===== src/rtl/switch_char_sequencer.sv =====
// Two-button character sequencer: debounced pushbuttons step through an 8-entry
// message, either manually or by a periodic auto-scroll timer.
module switch_char_sequencer #(
  parameter int unsigned DEBOUNCE_CYCLES = 250000,
  parameter int unsigned SCROLL_CYCLES   = 12500000
) (
  input  logic       i_Clk,
  input  logic       i_Rst_L,
  input  logic       i_Switch_1,
  input  logic       i_Switch_2,
  output logic [7:0] o_Char,
  output logic       o_Char_Valid,
  output logic [2:0] o_Index,
  output logic       o_Auto
);

  localparam int unsigned DB_W = (DEBOUNCE_CYCLES > 1) ? $clog2(DEBOUNCE_CYCLES) : 1;
  localparam int unsigned SC_W = (SCROLL_CYCLES > 1) ? $clog2(SCROLL_CYCLES) : 1;
  localparam logic [DB_W-1:0] DB_LAST = DB_W'(DEBOUNCE_CYCLES - 1);
  localparam logic [SC_W-1:0] SC_LAST = SC_W'(SCROLL_CYCLES - 1);

  typedef enum logic {
    MANUAL = 1'b0,
    AUTO   = 1'b1
  } mode_t;

  function automatic logic [7:0] char_at(input logic [2:0] idx);
    case (idx)
      3'd0:    char_at = 8'h47;
      3'd1:    char_at = 8'h4F;
      3'd2:    char_at = 8'h2D;
      3'd3:    char_at = 8'h62;
      3'd4:    char_at = 8'h4F;
      3'd5:    char_at = 8'h41;
      3'd6:    char_at = 8'h72;
      default: char_at = 8'h64;
    endcase
  endfunction

  // Bit 0 = Switch_1 (advance), bit 1 = Switch_2 (mode toggle)
  logic [1:0]      raw;
  logic [1:0]      sync_1, sync_2;
  logic [1:0]      deb, deb_prev, press;
  logic [DB_W-1:0] db_cnt [2];

  assign raw = {i_Switch_2, i_Switch_1};

  always_ff @(posedge i_Clk or negedge i_Rst_L) begin
    if (!i_Rst_L) begin
      sync_1   <= '0;
      sync_2   <= '0;
      deb      <= '0;
      deb_prev <= '0;
      press    <= '0;
      for (int unsigned i = 0; i < 2; i++) db_cnt[i] <= '0;
    end else begin
      sync_1   <= raw;
      sync_2   <= sync_1;
      deb_prev <= deb;
      press    <= deb & ~deb_prev;
      for (int unsigned i = 0; i < 2; i++) begin
        if (sync_2[i] == deb[i]) begin
          db_cnt[i] <= '0;
        end else if (db_cnt[i] == DB_LAST) begin
          deb[i]    <= sync_2[i];
          db_cnt[i] <= '0;
        end else begin
          db_cnt[i] <= db_cnt[i] + 1'b1;
        end
      end
    end
  end

  mode_t           state_q, state_d;
  logic [SC_W-1:0] timer_q, timer_d;
  logic            expire, advance;
  logic [2:0]      index_d;

  // A coinciding press and timer expiry are merged into one advance
  always_comb begin
    state_d = state_q;
    timer_d = timer_q;
    expire  = (state_q == AUTO) && (timer_q == SC_LAST);
    advance = press[0] | expire;
    index_d = advance ? o_Index + 3'd1 : o_Index;
    if (press[1]) begin
      state_d = (state_q == AUTO) ? MANUAL : AUTO;
      timer_d = '0;
    end else if (state_q == MANUAL || advance) begin
      timer_d = '0;
    end else begin
      timer_d = timer_q + 1'b1;
    end
  end

  always_ff @(posedge i_Clk or negedge i_Rst_L) begin
    if (!i_Rst_L) begin
      state_q      <= MANUAL;
      timer_q      <= '0;
      o_Index      <= '0;
      o_Char       <= 8'h47;
      o_Char_Valid <= 1'b0;
    end else begin
      state_q      <= state_d;
      timer_q      <= timer_d;
      o_Index      <= index_d;
      o_Char       <= char_at(index_d);
      o_Char_Valid <= advance;
    end
  end

  assign o_Auto = (state_q == AUTO);

endmodule


===== config.mk =====
export PLATFORM = sky130hd
export DESIGN_NAME = switch_char_sequencer
export DESIGN_NICKNAME = d
export VERILOG_FILES = /design/src/rtl/switch_char_sequencer.sv
export SDC_FILE = /design/constraint.sdc
export NUM_CORES = 1
export LEC_CHECK = 0
export ABC_AREA = 0
export CORE_ASPECT_RATIO = 2
export CORE_MARGIN = 2
export CORE_UTILIZATION = 50
export DETAILED_ROUTE_END_ITERATION = 10
export HOLD_SLACK_MARGIN = 0.03
export PLACE_DENSITY = 0.68
export SYNTH_ARGS = -nofsm -noshare
export SYNTH_HDL_FRONTEND = slang
export SYNTH_SLANG_ARGS = --single-unit

===== constraint.sdc =====
create_clock -name i_Clk -period 3.25 [get_ports i_Clk]
set_input_delay 0.4875 -clock i_Clk [delete_from_list [all_inputs] [get_ports i_Clk]]
set_output_delay 0.4875 -clock i_Clk [all_outputs]
set_load 0.005 [all_outputs]

==> impl_metrics.env <==
export IMPL_finalClockSkew_ns=0.00341
export IMPL_netlist_area_leader_share_pct=51.1
export IMPL_cp_cell_sequence="ha_1 > and4_1 > and4b_1 > a31oi_2 > nand3b_1 > buf_4 > nor2_1"
export IMPL_slowest_delay_ns=0.55
export IMPL_root_buffer="clkbuf_16"
export IMPL_final_common_cell="dfrtp_1"
export IMPL_fp_dieW_um=65.8
export IMPL_antenna_found_initial=0
export IMPL_hpwl_mm=4.31
export IMPL_clock_sinks=82
export IMPL_comb_power_share_pct=2.0
export IMPL_diodes=0
export IMPL_maxSlewViolCount=0
export IMPL_io_buffers=15
export IMPL_clk_latency_ns=0.33
export IMPL_cts_setup_buffers=0
export IMPL_status="finished clean"
export IMPL_yosys_warnings=0
export IMPL_critPathRequiredTime_ns=3.50
export IMPL_first_global_vias=2572
export IMPL_grt_overflow_total=0
export IMPL_cts_tree="yes"
export IMPL_drtPass1Iterations=4
export IMPL_synth_seq_cells=82
export IMPL_setup_worst_path_start_class="flop"
export IMPL_drv_cap=0
export IMPL_total_power_mw=2.02
export IMPL_ys_seq_area_share_pct=53.9
export IMPL_synth_edf_count=0
export IMPL_htreeDepth=3
export IMPL_synth_flop_cell="dfrtp_1"
export IMPL_slew_headroom_pct=35.2
export IMPL_min_period_ns=2.27
export IMPL_synthTopCellsByArea="dfrtp_1, xnor2_1, nor2_1"
export IMPL_yosys_area_top_type="dfrtp_1"
export IMPL_setup_violations_final=0
export IMPL_crit_family="simple AND/OR/NAND/NOR gates"
export IMPL_path_buf_inv=1
export IMPL_end_kind="flop"
export IMPL_grt_max_degree=83
export IMPL_crit_slowest_cell="a31oi_2"
export IMPL_route_detailed_drc=0
export IMPL_mostFrequentLayoutCells="dfrtp_1, nor2_1, xnor2_1"
export IMPL_p_int_mw=1.63
export IMPL_drt_iter0_drc=109
export IMPL_rows=45
export IMPL_synth_area_per_cell_um2=10.2
export IMPL_routabilityCongestion=0.863
export IMPL_ir_drop_mv=0.373
export IMPL_p_leak_nw=1.82
export IMPL_clkSlewWorstSetupHoldPaths_ns=0.05
export IMPL_max_slew_worst_pin_slew_ns=0.972
export IMPL_cts_hold_buf=0
export IMPL_design_core_area_mm2=0.00749
export IMPL_io_pins=17
export IMPL_layout_drive_gt1_share_pct=8.63
export IMPL_async_flop_share_pct=100
export IMPL_fin_nets=397
export IMPL_crit_fanout=24
export IMPL_vias=2536
export IMPL_numCtsBuffers=9
export IMPL_synth_net_count=381
export IMPL_clock_path_buffers=2
export IMPL_netlist_instances=373
export IMPL_grt_pass1_wl_mm=11.5
export IMPL_fp_dieH_um=128
export IMPL_cts_resized=0
export IMPL_holdWs_ns=0.302
export IMPL_synthToLayoutAreaGrowth_pct=12.8
export IMPL_finalCritPeriodShare_pct=69.8
export IMPL_swShare_pct=19.3
export IMPL_start_util_pct=51.0
export IMPL_hp_class="in2async"
export IMPL_p_switching_mw=0.391
export IMPL_rsz0062_at_grt="no"
export IMPL_max_clock_freq_mhz=441
export IMPL_path_class="reg2reg"
export IMPL_tns_ns=0
export IMPL_drt_total_wl_mm=6.25
export IMPL_track_usage_pct=17.6
export IMPL_syn_area_mm2=0.00382
export IMPL_crit_arrival_ns=2.52
export IMPL_power_frac_seq_pct=51.2
export IMPL_die_area_mm2=0.00839
export IMPL_antenna_left=0
export IMPL_pwr_share_clk_pct=46.8
export IMPL_powerDensity_mw_per_mm2=470
export IMPL_viasPerCell=5.20
export IMPL_wl_per_cell_um=12.8
export IMPL_hold_viol=0
export IMPL_netlist_cell_type_count=44
## sequential cells by signal (all words and copies together) (netlist names), 3 cells and up
register	count
o_Index	3
timer_q	24
db_cnt	36
o_Char	7
## final cells by class
| cell class | instances | area, µm² |
|---|---|---|
| multi-input cells | 271 | 1660 |
| well taps | 94 | 118 |
| clock inverters | 3 | 40.0 |
| fillers | 647 | 3180 |
| repair buffers | 16 | 155 |
| flip-flops and latches | 82 | 2060 |
| clock buffers | 13 | 240 |
| inverters | 9 | 33.8 |
## cells by family (layout without fill, tap and decap cells)
kind of cell / after synthesis / in the layout / synth area share (%)
flops: 82 / 82 / 53.9
xor+xnor: 61 / 61 / 14.0
fa+ha+maj: 4 / 4 / 1.31
buf+inv: 20 / 41 / 2.56
other cells: 1 / 1 / 0.0982
compound gates: 13 / 13 / 2.16
mux: 6 / 6 / 1.70
simple gates: 186 / 186 / 24.3
## worst paths after layout
path                       slack, ns          end  depth (start not counted)       start
max                             0.98  timer_q[13]                          7  timer_q[0]
min                             0.30   db_cnt[12]                          1     i_Rst_L
max reg2reg                     0.98  timer_q[13]                          7  timer_q[0]
min reg2reg                     0.35    sync_2[1]                          0   sync_1[1]
max in group asynchronous       2.30    o_Char[3]                          1     i_Rst_L
min in group i_Clk              0.35    sync_2[1]                          0   sync_1[1]
## stage by stage
step	worst slack [ns]	cell area (µm²)	utilization [%]	instances
floorplan	1.34	3820	-	373
global placement	1.08	4030	53.8	472
detailed placement	0.975	4030	53.8	472
CTS	0.964	4310	57.5	488
global route	0.826	4310	57.5	488
finish	0.983	4310	57.5	488
## synth_stat cells, drive strengths merged, types with 3 or more instances
| cell type | instances |
|---|---|
| a21oi | 4 |
| a31oi | 3 |
| and3 | 7 |
| and4 | 4 |
| buf | 9 |
| dfrtp | 78 |
| dfstp | 4 |
| ha | 4 |
| inv | 9 |
| mux2 | 4 |
| nand2 | 30 |
| nand2b | 5 |
| nand3 | 24 |
| nand4 | 8 |
| nor2 | 74 |
| nor2b | 4 |
| nor3 | 9 |
| nor4 | 8 |
| o21ai | 3 |
| or2 | 3 |
| xnor2 | 32 |
| xor2 | 29 |
## metal layers
layer / GRT usage (%) / vias up / share of wire [%]
met5: 0 / - / 0
met4: 8.21 / 0 / 1.7
met3: 3.79 / 5 / 2.7
met2: 27.2 / 28 / 50
met1: 23.4 / 1228 / 46
li1: - / 1275 / -
## power groups by stage
| stage | clock network (mW) | logic [mW] | registers (mW) |
|---|---|---|---|
| final | 0.947 | 0.0407 | 1.04 |
| after floorplan | 0 | 0.0192 | 1.05 |
| after CTS | 0.977 | 0.0433 | 1.04 |
| after global routing | 1.03 | 0.0492 | 1.04 |
| after detailed placement | 0 | 0.0432 | 1.05 |
| after global placement | 0 | 0.0412 | 1.05 |
No activity file was read; power rests on OpenSTA's default activity.
==> edit, RTL diff (config.mk and constraints unchanged) <==
Add an input register stage for `i_Switch_1`; this delays it by one clock. The other inputs are not delayed to match.
--- a/src/rtl/switch_char_sequencer.sv
+++ b/src/rtl/switch_char_sequencer.sv
@@ -26,2 +26,8 @@
 
+  logic i_Switch_1_q;
+
+  always_ff @(posedge i_Clk) begin
+    i_Switch_1_q <= i_Switch_1;
+  end
+
   function automatic logic [7:0] char_at(input logic [2:0] idx);
@@ -45,3 +51,3 @@
 
-  assign raw = {i_Switch_2, i_Switch_1};
+  assign raw = {i_Switch_2, i_Switch_1_q};
 
Behaviour: no difference found for any inputs over 10 cycles, from zero or initial values and one cycle with i_Rst_L low; that may be too few to reach the edited logic, so the function may still have changed.
==> edit against the original RTL <==
Sequential cell count rose by 1. Non-clock buffer count is 1 lower. Maximum frequency up 3.7%. Wire length increased by 8.0%. Power up 1.1%. Synthesized area increased by 2.7%. Worst setup slack better by 0.082 ns. Via count up 3.9%. Count of clock-buffer cells in the layout grew 1. Design area is 1.6% higher.
==> edit: results <==
{
  "place_congestion": 0.7765,
  "post-cts-setup-buffer-count": 0,
  "grtUsageTotal": 0.1803,
  "detailedPlacementHpwl_um": 4516,
  "maxSlewHeadroom": 0.3248,
  "reg2reg_depth": 6,
  "via_per_inst": 5.336,
  "fillCellCount": 661,
  "first_iter_violations": 164,
  "drt_wl_total_um": 6743,
  "dp_slack_ns": 1.058,
  "seq_area_frac_synth": 0.5297,
  "synth_cell_type_count": 48,
  "synthesis.nets": 392,
  "ys_top_cells_by_area": "dfrtp_1 50%, xnor2_1 7.6%, nor2_1 7.4%",
  "grt_pass1_vias": 2746,
  "arrival_ns": 2.43,
  "leakage_uw": 0.001818,
  "status": "completed",
  "syn-instance-count": 384,
  "numPlacedInstances": 478,
  "dr_total_vias": 2636,
  "ys_top_cells_by_count": "78 x dfrtp_1, 77 x nor2_1, 34 x xnor2_1",
  "synthArstFlopShare": 0.9880,
  "dpl-instance-area_mm2": 0.004094,
  "fin_nets": 403,
  "ir_worst_vdd_mv": 0.3323,
  "fin_skew_ns": 0.005535,
  "grt_pass1_wl_um": 12000,
  "drive_above_1_share": 0.08500,
  "post-route-util": 0.5760
}
==> edit: critical path, cell delays in order, from the launching register on <==
cell and delay, ns:
dfrtp_1 0.40, ha_1 0.24, and4_1 0.24, nand4_1 0.13, o21a_1 0.34, nand3b_2 0.48, a21oi_1 0.27
==> edit: kinds of logic after synthesis <==
| logic type | share of synthesized area |
|---|---|
| and+or+nand+nor | 0.2508 |
| DFF | 0.5297 |
| xor gates and xnor gates | 0.1385 |
| buffers and inverters | 0.03350 |
| AOI/OAI and AO/OA | 0.02808 |
| adders and majority gates | 0.01276 |
| muxes | 0.005743 |
| other | 0.0009563 |
==> edit: cell type report <==
type | instances | area share
clock inverters | 2 | 0.002286
clock buffers | 14 | 0.06259
inverters | 10 | 0.008860
repair buffers | 15 | 0.03372
well taps | 94 | 0.02686
flip-flops and latches | 83 | 0.4744
multi-input cells | 276 | 0.3913
==> edit: where the power goes <==
| part | internal [µW] | leakage, µW | switching, µW |
|---|---|---|---|
| Sequential | 1040 | 0.00113 | 7.40 |
| Clock | 578 | 0.000143 | 376 |
| Combinational | 9.93 | 0.000549 | 32.3 |
==> edit: routing by layer <==
layer	GRT usage	share of wire	vias up
met5	0	0	-
met3	0.02344	0.019	11
met2	0.3276	0.55	36
met1	0.1932	0.41	1287
met4	0.1044	0.025	0
li1	-	-	1302
==> edit: path summary, 6_finish.rpt <==
| check | end | slack, ns |
|---|---|---|
| max | timer_q[5]$_DFF_PN0_ | 1.06 |
| max in group asynchronous | o_Auto$_DFFE_PN0P_ | 2.27 |
| min in group i_Clk | sync_1[0]$_DFF_PN0_ | 0.33 |
| min reg2reg | sync_1[0]$_DFF_PN0_ | 0.33 |
| min | timer_q[4]$_DFF_PN0_ | 0.32 |
| max reg2reg | timer_q[5]$_DFF_PN0_ | 1.06 |
